### config.mk
export PLATFORM = sky130hd
export DESIGN_NAME = system_sysid_ext
export DESIGN_NICKNAME = d
export VERILOG_FILES = /design/src/rtl/system_sysid_ext.sv
export SDC_FILE = /design/constraint.sdc
export NUM_CORES = 1
export LEC_CHECK = 0
export CAP_MARGIN = 30
export CORE_MARGIN = 4
export CORE_UTILIZATION = 30
export DETAILED_ROUTE_END_ITERATION = 8
export GPL_ROUTABILITY_DRIVEN = 0
export GPL_TIMING_DRIVEN = 0
export PLACE_DENSITY_LB_ADDON = 0.25
export SLEW_MARGIN = 20
export SYNTH_ARGS = -nofsm -noshare
export SYNTH_HDL_FRONTEND = slang
export SYNTH_SLANG_ARGS = --single-unit
### constraint.sdc
create_clock -name clock -period 1.8 [get_ports clock]
set_input_delay 0.36 -clock clock [delete_from_list [all_inputs] [get_ports clock]]
set_output_delay 0.36 -clock clock [all_outputs]
set_load 0.01 [all_outputs]
### src/rtl/system_sysid_ext.sv
// System-ID and uptime peripheral: an Avalon-MM slave with read latency 1. It serves build
// ID, timestamp, capabilities, a free-running uptime counter with coherent 64-bit reads, and scratch registers.
module system_sysid_ext #(
   parameter logic [31:0] ID_VALUE    = 32'h0000_0000,
   parameter logic [31:0] TIMESTAMP   = 32'd1394144997,
   parameter int unsigned NUM_SCRATCH = 4,
   parameter int unsigned CNT_WIDTH   = 48
) (
   input  logic        clock,
   input  logic        reset,
   input  logic [3:0]  address,
   input  logic        read,
   input  logic        write,
   input  logic [31:0] writedata,
   input  logic [3:0]  byteenable,
   output logic [31:0] readdata,
   output logic        readdatavalid
);

   localparam int unsigned SnapWidth = CNT_WIDTH - 32;

   localparam logic [31:0] CapsValue = {16'h0002, 1'b0, 7'(CNT_WIDTH), 4'h0, 4'(NUM_SCRATCH)};

   localparam logic [3:0] AddrId      = 4'd0;
   localparam logic [3:0] AddrStamp   = 4'd1;
   localparam logic [3:0] AddrCaps    = 4'd2;
   localparam logic [3:0] AddrCtrl    = 4'd3;
   localparam logic [3:0] AddrUpLo    = 4'd4;
   localparam logic [3:0] AddrUpHi    = 4'd5;
   localparam int unsigned ScratchBase = 8;

   localparam logic [CNT_WIDTH-1:0] CntOne = CNT_WIDTH'(1);

   logic [CNT_WIDTH-1:0] cnt_q, cnt_d;
   logic [SnapWidth-1:0] snap_q, snap_d;
   logic                 enable_q, enable_d;
   logic [31:0]          scratch_q [NUM_SCRATCH];
   logic [31:0]          scratch_d [NUM_SCRATCH];
   logic [31:0]          readdata_q, readdata_d;
   logic                 rvalid_q;
   logic [31:0]          rmux;

   logic ctrl_wr;
   logic clear;
   logic lo_rd;

   assign ctrl_wr = write && (address == AddrCtrl) && byteenable[0];
   assign clear   = ctrl_wr && writedata[1];
   assign lo_rd   = read && (address == AddrUpLo);

   // Read mux sees only pre-write register values, so a same-cycle write never leaks into the read.
   always_comb begin
      rmux = '0;
      case (address)
         AddrId:    rmux = ID_VALUE;
         AddrStamp: rmux = TIMESTAMP;
         AddrCaps:  rmux = CapsValue;
         AddrCtrl:  rmux = {31'b0, enable_q};
         AddrUpLo:  rmux = cnt_q[31:0];
         AddrUpHi:  rmux = 32'(snap_q);
         default:   rmux = '0;
      endcase
      for (int i = 0; i < NUM_SCRATCH; i++) begin
         if (address == 4'(ScratchBase + i)) begin
            rmux = scratch_q[i];
         end
      end
   end

   always_comb begin
      readdata_d = readdata_q;
      if (read) begin
         readdata_d = rmux;
      end
   end

   // Clear wins over increment; the counter wraps silently at all-ones.
   always_comb begin
      cnt_d = cnt_q;
      if (clear) begin
         cnt_d = '0;
      end else if (enable_q) begin
         cnt_d = cnt_q + CntOne;
      end
   end

   // The high half is latched from the same counter value the LO read returns.
   always_comb begin
      snap_d = snap_q;
      if (lo_rd) begin
         snap_d = cnt_q[CNT_WIDTH-1:32];
      end
   end

   always_comb begin
      enable_d = enable_q;
      if (ctrl_wr) begin
         enable_d = writedata[0];
      end
   end

   always_comb begin
      for (int i = 0; i < NUM_SCRATCH; i++) begin
         scratch_d[i] = scratch_q[i];
         for (int b = 0; b < 4; b++) begin
            if (write && (address == 4'(ScratchBase + i)) && byteenable[b]) begin
               scratch_d[i][8*b +: 8] = writedata[8*b +: 8];
            end
         end
      end
   end

   always_ff @(posedge clock) begin
      if (reset) begin
         cnt_q      <= '0;
         snap_q     <= '0;
         enable_q   <= 1'b1;
         readdata_q <= '0;
         rvalid_q   <= 1'b0;
         for (int i = 0; i < NUM_SCRATCH; i++) begin
            scratch_q[i] <= '0;
         end
      end else begin
         cnt_q      <= cnt_d;
         snap_q     <= snap_d;
         enable_q   <= enable_d;
         readdata_q <= readdata_d;
         rvalid_q   <= read;
         for (int i = 0; i < NUM_SCRATCH; i++) begin
            scratch_q[i] <= scratch_d[i];
         end
      end
   end

   assign readdata = readdata_q;
   // A read accepted just before reset must not surface during the reset cycle.
   assign readdatavalid = rvalid_q & ~reset;

endmodule

==> impl_metrics.sql <==
INSERT INTO impl_metrics (metric_group, metric, value, unit) VALUES
('outcome', 'outcome', 'finished, violations left', ''),
('outcome', 'failing_checks', 'setup timing', ''),
('power', 'comb_power_share', '8.7', '%'),
('clocking', 'cts_root_buf', 'sky130_fd_sc_hd__clkbuf_16', ''),
('place', 'buffer_ports.inserted', '70', ''),
('worst_setup_path', 'setup.worst_path.end_class', 'flip-flop', ''),
('yosys', 'mappedNetlistNets', '1323', ''),
('floorplan', 'chipWidth', '190.7', 'um'),
('worst_setup_path', 'critical_path.max_fanout', '8', ''),
('sta', 'max_freq', '0.5425', 'GHz'),
('global_route', 'groute.layer.met1.usage', '28.64', '%'),
('worst_setup_path', 'type_of_element_launching_the_critical_path', 'flip-flop', ''),
('cells_and_area', 'nNetsFinal', '1457', ''),
('yosys', 'post_synth_inst_count', '1278', ''),
('global_route', 'gr-usage-all-layers', '20.22', '%'),
('sta', 'slew_headroom', '42.05', '%'),
('routing', 'routed_wire_length_per_instance', '20.45', 'um'),
('power', 'seqPwrFrac', '44.5', '%'),
('floorplan', 'core', '32700', 'sq um'),
('routing', 'finalWirelength', '38.26', 'mm'),
('power', 'clock_power_share', '46.7', '%'),
('sta', 'timing_hold_violations_final', '0', ''),
('power', 'worst_ir_drop_on_vdd', '0.0005937', 'V'),
('clocking', 'tritoncts.num_buffers', '26', ''),
('place', 'detailedPlace.worstSlack', '-1460', 'ps'),
('global_route', 'first_global_vias', '9837', ''),
('worst_setup_path', 'worstPathArrival', '2300', 'ps'),
('cells_and_area', 'final_core_util', '39.50', '%'),
('cells_and_area', 'insertedDiodeCount', '0', ''),
('power', 'power.density', '887.8', 'nW/um^2'),
('sta', 'fin_crit', '1843', 'ps'),
('sta', 'setup-tns-final', '-287.7', 'ps'),
('global_route', 'globalRoute.busiestLayer', 'met2', ''),
('power', 'netSwitchingPower', '2.837', 'mW'),
('clocking', 'cts_sinks', '226', ''),
('sta', 'rsz_0062_raised_after_global_routing', 'yes', ''),
('routing', 'detailedRoute.firstPassIterationCount', '5', ''),
('yosys', 'syn_avg_cell_area', '7.836', 'sq um'),
('worst_setup_path', 'timing_worst_setup_path_type', 'flip-flop to flip-flop', ''),
('sta', 'clock-skew-final', '18.50', 'ps'),
('yosys', 'synth_area', '10010', 'sq um'),
('place', 'dpl.hpwl', '27.72', 'mm'),
('sta', 'report.final.slew_viol_count', '0', ''),
('power', 'power.total', '11.47', 'mW'),
('sta', 'setup_viol', '13', ''),
('floorplan', 'placementRows', '66', ''),
('global_route', 'globalRoute.totalOverflow', '0', ''),
('routing', 'detail_route.drc_violations', '0', ''),
('yosys', 'yosysUniqueCellTypes', '54', ''),
('power', 'power.static_leakage', '4.502', 'nW'),
('global_route', 'largest_net_degree_at_the_start_of_global_routing', '13', ''),
('cells_and_area', 'layout_overhead_on_the_synthesized_area', '28.99', '%'),
('global_route', 'number_of_antenna_violations_at_the_first_check_in_global_routing', '0', ''),
('global_route', 'gr-usage-met2', '32.31', '%'),
('power', 'internal_cell_power', '8.631', 'mW'),
('routing', 'routed-via-count', '10290', ''),
('min_path', 'worst_hold_path_type', 'primary input to flip-flop', ''),
('yosys', 'synth-seq-area-share', '45.18', '%'),
('global_route', 'use_met3', '2.966', '%'),
('clocking', 'ctsLongestPathBuffers', '3', ''),
('worst_setup_path', 'timing.critical_path.required', '2260', 'ps'),
('floorplan', 'io_pins', '77', ''),
('routing', 'drt_iter0_markers', '1017', ''),
('sta', 'timing.final.ws_setup', '-43.24', 'ps'),
('floorplan', 'die_height', '190.7', 'um'),
('clocking', 'clk-insertion-delay-late', '540', 'ps'),
('clocking', 'cts_tree', 'yes', ''),
('yosys', 'synth.yosys.warnings', '0', ''),
('clocking', 'clock_tree.htree_level_count', '1', ''),
('power', 'power_switching_share', '24.74', '%'),
('routing', 'vias_per_cell', '5.499', ''),
('clocking', 'clock_pin_slew_of_the_registers_on_the_worst_case_setup_and_hold_paths', '60', 'ps'),
('floorplan', 'initial_core_util', '30.62', '%'),
('floorplan', 'dieArea', '36370', 'sq um'),
('sta', 'final_min_period_over_clock_period', '102.4', '%'),
('flow_run', 'max_cap_violations', '0', ''),
('routing', 'detail-route-antenna-nets', '0', ''),
('cells_and_area', 'layout-drive-gt1-share', '14.35', '%'),
('global_route', 'global_route_wire_length_before_repair', '57.77', 'mm'),
('sta', 'worst_pin_slew', '869.2', 'ps'),
('yosys', 'synth_seq_cells', '226', '');
## routing by layer
metal | wire [um] | vias to the layer above
met5 | 0 | -
met4 | 1020 | 0
met3 | 2635 | 61
met2 | 17220 | 394
met1 | 17390 | 5002
li1 | - | 4832
## kinds of logic (layout without fill, tap and decap cells)
logic type / Yosys count / in the layout / synth area share (%)
DFF: 226 / 226 / 45.18
xor gates and xnor gates: 25 / 25 / 2.186
adders and majority gates: 1 / 1 / 0.1249
buffers and inverters: 108 / 258 / 4.410
and+or+nand+nor: 566 / 567 / 26.77
AOI/OAI and AO/OA: 331 / 331 / 19.18
muxes: 21 / 21 / 2.149
## stage by stage
stage               hold WS [ps]  std cells  instance area (sq um)
finish                     219.2       1871                  12920
global route               244.3       1871                  12920
CTS                        217.1       1856                  12650
detailed placement         444.7       1792                  11290
global placement           440.7       1790                  11270
floorplan                  432.9       1278                  10010
## timing repair
action	in CTS	in global routing
gates cloned	2	0
resized for setup	121	64
pin swaps	19	12
endpoints found under the setup margin	232	109
buffers inserted	17	15
hold buffers	0	0
## worst max-delay path: stages (launching register included)
cell and delay [ps]:
sky130_fd_sc_hd__dfxtp_4 360, sky130_fd_sc_hd__nand4_1 110, sky130_fd_sc_hd__buf_6 150, sky130_fd_sc_hd__nor4_4 270
sky130_fd_sc_hd__buf_4 170, sky130_fd_sc_hd__nand4_1 100, sky130_fd_sc_hd__buf_6 170, sky130_fd_sc_hd__or3_4 320
sky130_fd_sc_hd__a21oi_2 110
## flip-flops by register name, summed over array words and instances, names as in the netlist
name and flops:
scratch_q 128, readdata 32, snap_q 16, cnt_q 48, rvalid_q 1, enable_q 1
## Yosys cell counts (all sizes together)
cell type,n,area share [%]
nor4b,2,0.32
a31oi,13,0.81
nand2b,5,0.31
dfxtp,226,45
ha,1,0.12
nand3,148,7.4
a211oi,14,1.0
a21oi,207,10
a21o,1,0.075
o311a,6,0.60
o21ai,34,1.7
o221ai,1,0.087
a2111oi,5,0.44
and2b,1,0.075
nor2b,5,0.31
and3,6,0.37
nand4,22,1.6
or3,22,1.4
a22oi,12,0.90
o22ai,7,0.44
a311oi,3,0.26
o31ai,1,0.075
mux2,4,0.45
a211o,8,0.70
inv,16,0.60
xor2,17,1.5
o32ai,3,0.26
o32a,3,0.30
or2,1,0.063
a221oi,13,1.1
nor2,102,3.8
nor3b,3,0.22
nor4,15,1.4
or4,1,0.075
clkinv,1,0.037
buf,31,1.5
nor3,20,1.3
clkbuf,60,2.3
mux2i,17,1.7
nand2,210,7.9
and4,1,0.087
nand4b,1,0.087
xnor2,8,0.70
and2,1,0.063
## path summary, 6_finish.rpt
kind	from	end	slack (ps)	cells past startpoint
hold / removal	reset	readdata[1]$_SDFFE_PP0P_	220	2
hold reg to reg	scratch_q[1][21]$_SDFFE_PP0P_	scratch_q[1][21]$_SDFFE_PP0P_	450	2
setup reg to reg	cnt_q[14]$_SDFFE_PP0P_	cnt_q[36]$_SDFFE_PP0P_	-40	8
setup / recovery	cnt_q[14]$_SDFFE_PP0P_	cnt_q[36]$_SDFFE_PP0P_	-40	8
## power groups by stage
| stage | logic, mW | clock network, mW | registers (mW) |
|---|---|---|---|
| 3_5_place_dp | 0.939 | 0 | 5.23 |
| 5_1_grt | 1.06 | 5.63 | 5.12 |
| 4_1_cts | 0.978 | 5.40 | 5.12 |
| 6_report | 1.00 | 5.36 | 5.11 |
| 3_3_place_gp | 0.938 | 0 | 5.23 |
| 2_1_floorplan | 0.449 | 0 | 5.24 |
## area by class of cell
cell class	instances	area [sq um]
Buffer	91	489.2
Multi-Input combinational cell	945	5318
Clock inverter	4	76.32
Tap cell	442	553.0
Timing Repair Buffer	105	1039
Inverter	17	68.82
Clock buffer	41	778.2
Fill cell	3400	19780
Sequential cell	226	4596
## placed cells by master (no fill, tap or decap), types with 13 or more instances in the layout
| cell type | instances |
|---|---|
| sky130_fd_sc_hd__nand2_1 | 210 |
| sky130_fd_sc_hd__a21oi_1 | 204 |
| sky130_fd_sc_hd__dfxtp_1 | 195 |
| sky130_fd_sc_hd__nand3_1 | 145 |
| sky130_fd_sc_hd__nor2_1 | 95 |
| sky130_fd_sc_hd__clkbuf_1 | 48 |
| sky130_fd_sc_hd__clkdlybuf4s50_1 | 44 |
| sky130_fd_sc_hd__buf_4 | 37 |
| sky130_fd_sc_hd__o21ai_0 | 30 |
| sky130_fd_sc_hd__clkbuf_16 | 27 |
| sky130_fd_sc_hd__nand4_1 | 19 |
| sky130_fd_sc_hd__or3_1 | 19 |
| sky130_fd_sc_hd__dfxtp_2 | 18 |
| sky130_fd_sc_hd__buf_2 | 17 |
| sky130_fd_sc_hd__mux2i_1 | 17 |
| sky130_fd_sc_hd__xor2_1 | 17 |
| sky130_fd_sc_hd__clkbuf_2 | 16 |
| sky130_fd_sc_hd__inv_1 | 16 |
| sky130_fd_sc_hd__nor3_1 | 15 |
| sky130_fd_sc_hd__dlymetal6s2s_1 | 14 |
| sky130_fd_sc_hd__a221oi_1 | 13 |
| sky130_fd_sc_hd__dfxtp_4 | 13 |
(Power assumes the default switching activity.)
==> RTL change, RTL diff (same flow settings) <==
Take the reset off `readdata_q` and load it in a clocked block of its own.
--- a/src/rtl/system_sysid_ext.sv
+++ b/src/rtl/system_sysid_ext.sv
@@ -116,5 +116,4 @@
          snap_q     <= '0;
          enable_q   <= 1'b1;
-         readdata_q <= '0;
          rvalid_q   <= 1'b0;
          for (int i = 0; i < NUM_SCRATCH; i++) begin
@@ -125,5 +124,4 @@
          snap_q     <= snap_d;
          enable_q   <= enable_d;
-         readdata_q <= readdata_d;
          rvalid_q   <= read;
          for (int i = 0; i < NUM_SCRATCH; i++) begin
@@ -131,4 +129,8 @@
          end
       end
+   end
+
+   always_ff @(posedge clock) begin
+      readdata_q <= readdata_d;
    end
 
Function: changed (a bounded check fails within 4 cycles, from zero or initial values and one cycle with reset high).
==> RTL change against the original RTL <==
  * The flow still finishes with violations (negative setup slack)
  * Synthesized area fell by 3.8%
  * Synthesized cell count fell by 10%
  * Combinational power fell by 18%
  * Wire length down 12%
  * Critical path type unchanged
  * Sequential cell count is the same
  * Cell area is 2.9% lower
  * Worst hold slack better by 0.022 ns
  * Core utilization grew 0.15 points
  * Total power shrank 3.8%
  * Clock skew down 0.011 ns
  * Count of clock-buffer cells in the layout decreased by 8
  * Highest routed layer unchanged
  * Non-clock buffer count shrank 21
  * Setup slack lost 0.093 ns
==> RTL change: results (changes against the original RTL) <==
REPORTED_LEAKAGE_POWER_nW=4.28  # -5.0%
DR.FIRST_ITER.DRC_COUNT=780  # -23%
CLKLATENCYLATEPIN_NS=0.52  # -0.02 ns
GRTUSAGEMET3=0.0258  # -0.00390
LARGEST_NET_DEGREE_AT_THE_START_OF_GLOBAL_ROUTING=26  # +13
YOSYS.CELL_TYPES.COUNT=51  # -5.6%
DETAILEDROUTE.FIRSTPASSITERATIONCOUNT=5  # unchanged
NUMBER_OF_DIODES_ADDED_FOR_ANTENNA_FIXING=0  # unchanged
DP_CELLS=1625  # -9.3%
ARRIVAL_NS=2.38  # +0.08 ns
FINAL_STANDARD_CELL_COUNT_WITH_TAPS_INCLUDED_AND_FILLERS_EXCLUDED=1708  # -8.7%
CAPTURE_POINT_OF_THE_WORST_PATH='cnt_q[46]$_SDFFE_PP0P_'
AVGVIACOUNTPERCELL=5.31  # -3.5%
VDD.IR_DROP.WORST_uV=507  # -15%
CRITICAL_PATH.REG2REG.STARTPOINT='cnt_q[13]$_SDFFE_PP0P_'
TIMING.FINAL.SETUP_VIOLATIONS=11  # -2
WL_PER_CELL_UM=19.7  # -3.5%
SYNTH_EDF_COUNT=32  # +32
HPWL_DP_UM=24000  # -13%
SHARE_OF_SYNTHESIZED_AREA_OCCUPIED_BY_FLIP_FLOPS_AND_LATCHES=0.503  # +0.0512
R2R.WORST_PATH.CELLS=6  # -2
WORST_SLACK_NS=-0.137  # -0.0933 ns
GRT_PASS1_VIAS=8523  # -13%
GRTUSAGEMET1=0.248  # -0.0388
DRIVE_GT1_FRAC=0.156  # +0.0127
SYNTH.NET_COUNT=1192  # -9.9%
FILLERS=3199  # -5.9%
FAILED_CHECKS='negative setup slack'
GLOBALROUTETOTALUTIL=0.183  # -0.0195
SYN-INSTANCE-COUNT=1147  # -10%
LARGEST_REGISTER_FF_COUNT=128  # unchanged
MAX_CAP_VIOL=0  # unchanged
LEADING_CELL_TYPES_BY_COUNT_AFTER_SYNTHESIS='245 x sky130_fd_sc_hd__nand2_1, 194 x sky130_fd_sc_hd__dfxtp_1, 155 x sky130_fd_sc_hd__a21oi_1, 109 x sky130_fd_sc_hd__nor2_1, 67 x sky130_fd_sc_hd__o21ai_0'
PATH_MAX_FANOUT=5  # -3
TRITONCTS.NUM_BUFFERS=25  # -3.8%
PORT_BUFFERS=75  # +7.1%
WORST_CLOCK_SKEW_NS=0.00795  # -0.0106 ns
GRT_ANTENNA_BEFORE_REPAIR=0  # unchanged
ASYNC_SET_OR_RESET_REGISTER_RATIO_AFTER_SYNTHESIS=0  # unchanged
GRT.MET2_USAGE=0.304  # -0.0190
NETS=1333  # -8.5%
RUN_STATUS='finished with violations'
MAX-SLEW-MARGIN-REL=0.506  # +0.0853
GRT_FIRST_PASS_WIRELENGTH_UM=51000  # -12%
YOSYS-TOP-CELLS-AREA='sky130_fd_sc_hd__dfxtp_1 40%, sky130_fd_sc_hd__edfxtp_1 10%, sky130_fd_sc_hd__nand2_1 9.5%'
## RTL change: cell count changes in the layout (fill, tap and decap cells not counted), sizes merged, moves of 32 or more
cell,change
nand3,-126
a21oi,-52
nand2,+35
o21ai,+33
dfxtp,-32
edfxtp,+32
## RTL change: critical path, cell delays in order, from the launching register on
cell and delay (ns):
sky130_fd_sc_hd__dfxtp_2 0.36, sky130_fd_sc_hd__nand3_1 0.09, sky130_fd_sc_hd__or4_4 0.57, sky130_fd_sc_hd__or2_4 0.27, sky130_fd_sc_hd__buf_6 0.13, sky130_fd_sc_hd__or3_1 0.32
sky130_fd_sc_hd__a21oi_2 0.12
## RTL change: repair_timing
item,4_1_cts,5_1_grt
setup buffers,29,10
gates cloned,1,0
resized for setup,121,55
setup endpoints to repair,225,141
pin swaps,20,25
## RTL change: layout make-up
type                       count  area (µm²)  share of cell area
buffer                        59         350              0.0279
clock buffer                  33         676              0.0539
clock inverter                12         113             0.00898
inverter                       8        36.3             0.00289
multi-input combinational    852        4880               0.389
sequential                   226        4910               0.391
tap                          402         503              0.0401
timing repair buffer         116        1080              0.0863
## RTL change: layer usage
metal	part of all wire	vias up
met5	0	-
met4	0.028	0
met3	0.072	61
met2	0.46	377
met1	0.44	4286
li1	-	4339
## RTL change: worst min path at each step
stage / cells after the start / end / slack (ns) / start
after floorplan: 2 / snap_q[3]$_SDFFE_PP0P_ / 0.43 / snap_q[3]$_SDFFE_PP0P_
after global placement: 2 / scratch_q[0][16]$_SDFFE_PP0P_ / 0.44 / scratch_q[0][16]$_SDFFE_PP0P_
after detailed placement: 2 / scratch_q[3][21]$_SDFFE_PP0P_ / 0.45 / scratch_q[3][21]$_SDFFE_PP0P_
after CTS: 1 / readdata[18]$_DFFE_PP_ / 0.24 / read
after global routing: 1 / readdata[26]$_DFFE_PP_ / 0.25 / read
final: 1 / readdata[18]$_DFFE_PP_ / 0.24 / read
## RTL change: metrics by stage
stage          setup slack (ns)  power [mW]  setup TNS (ns)  cell area (µm²)
2_1_floorplan           -0.0700        5.63          -0.373             9720
3_3_place_gp              -1.49        6.04         -267.45            11000
3_5_place_dp              -1.55        6.05         -241.47            11000
4_1_cts                  -0.160        11.1          -0.935            12400
5_1_grt                  -0.207        11.4           -2.09            12500
6_report                 -0.137        11.0          -0.901            12500
## RTL change: cells by family after synthesis
kind of cell | synth area share
and+or+nand+nor | 0.222
AOI/OAI and AO/OA | 0.187
DFF | 0.503
buffers and inverters | 0.0281
xor gates and xnor gates | 0.0282
muxes | 0.0301
adders and majority gates | 0.00130
## RTL change: power by group
group / switching (mW) / leakage, nW / internal, mW
Combinational: 0.509 / 1.98 / 0.312
Sequential: 0.0286 / 1.91 / 5.17
Clock: 2.09 / 0.385 / 2.92
Total: 2.62 / 4.28 / 8.41
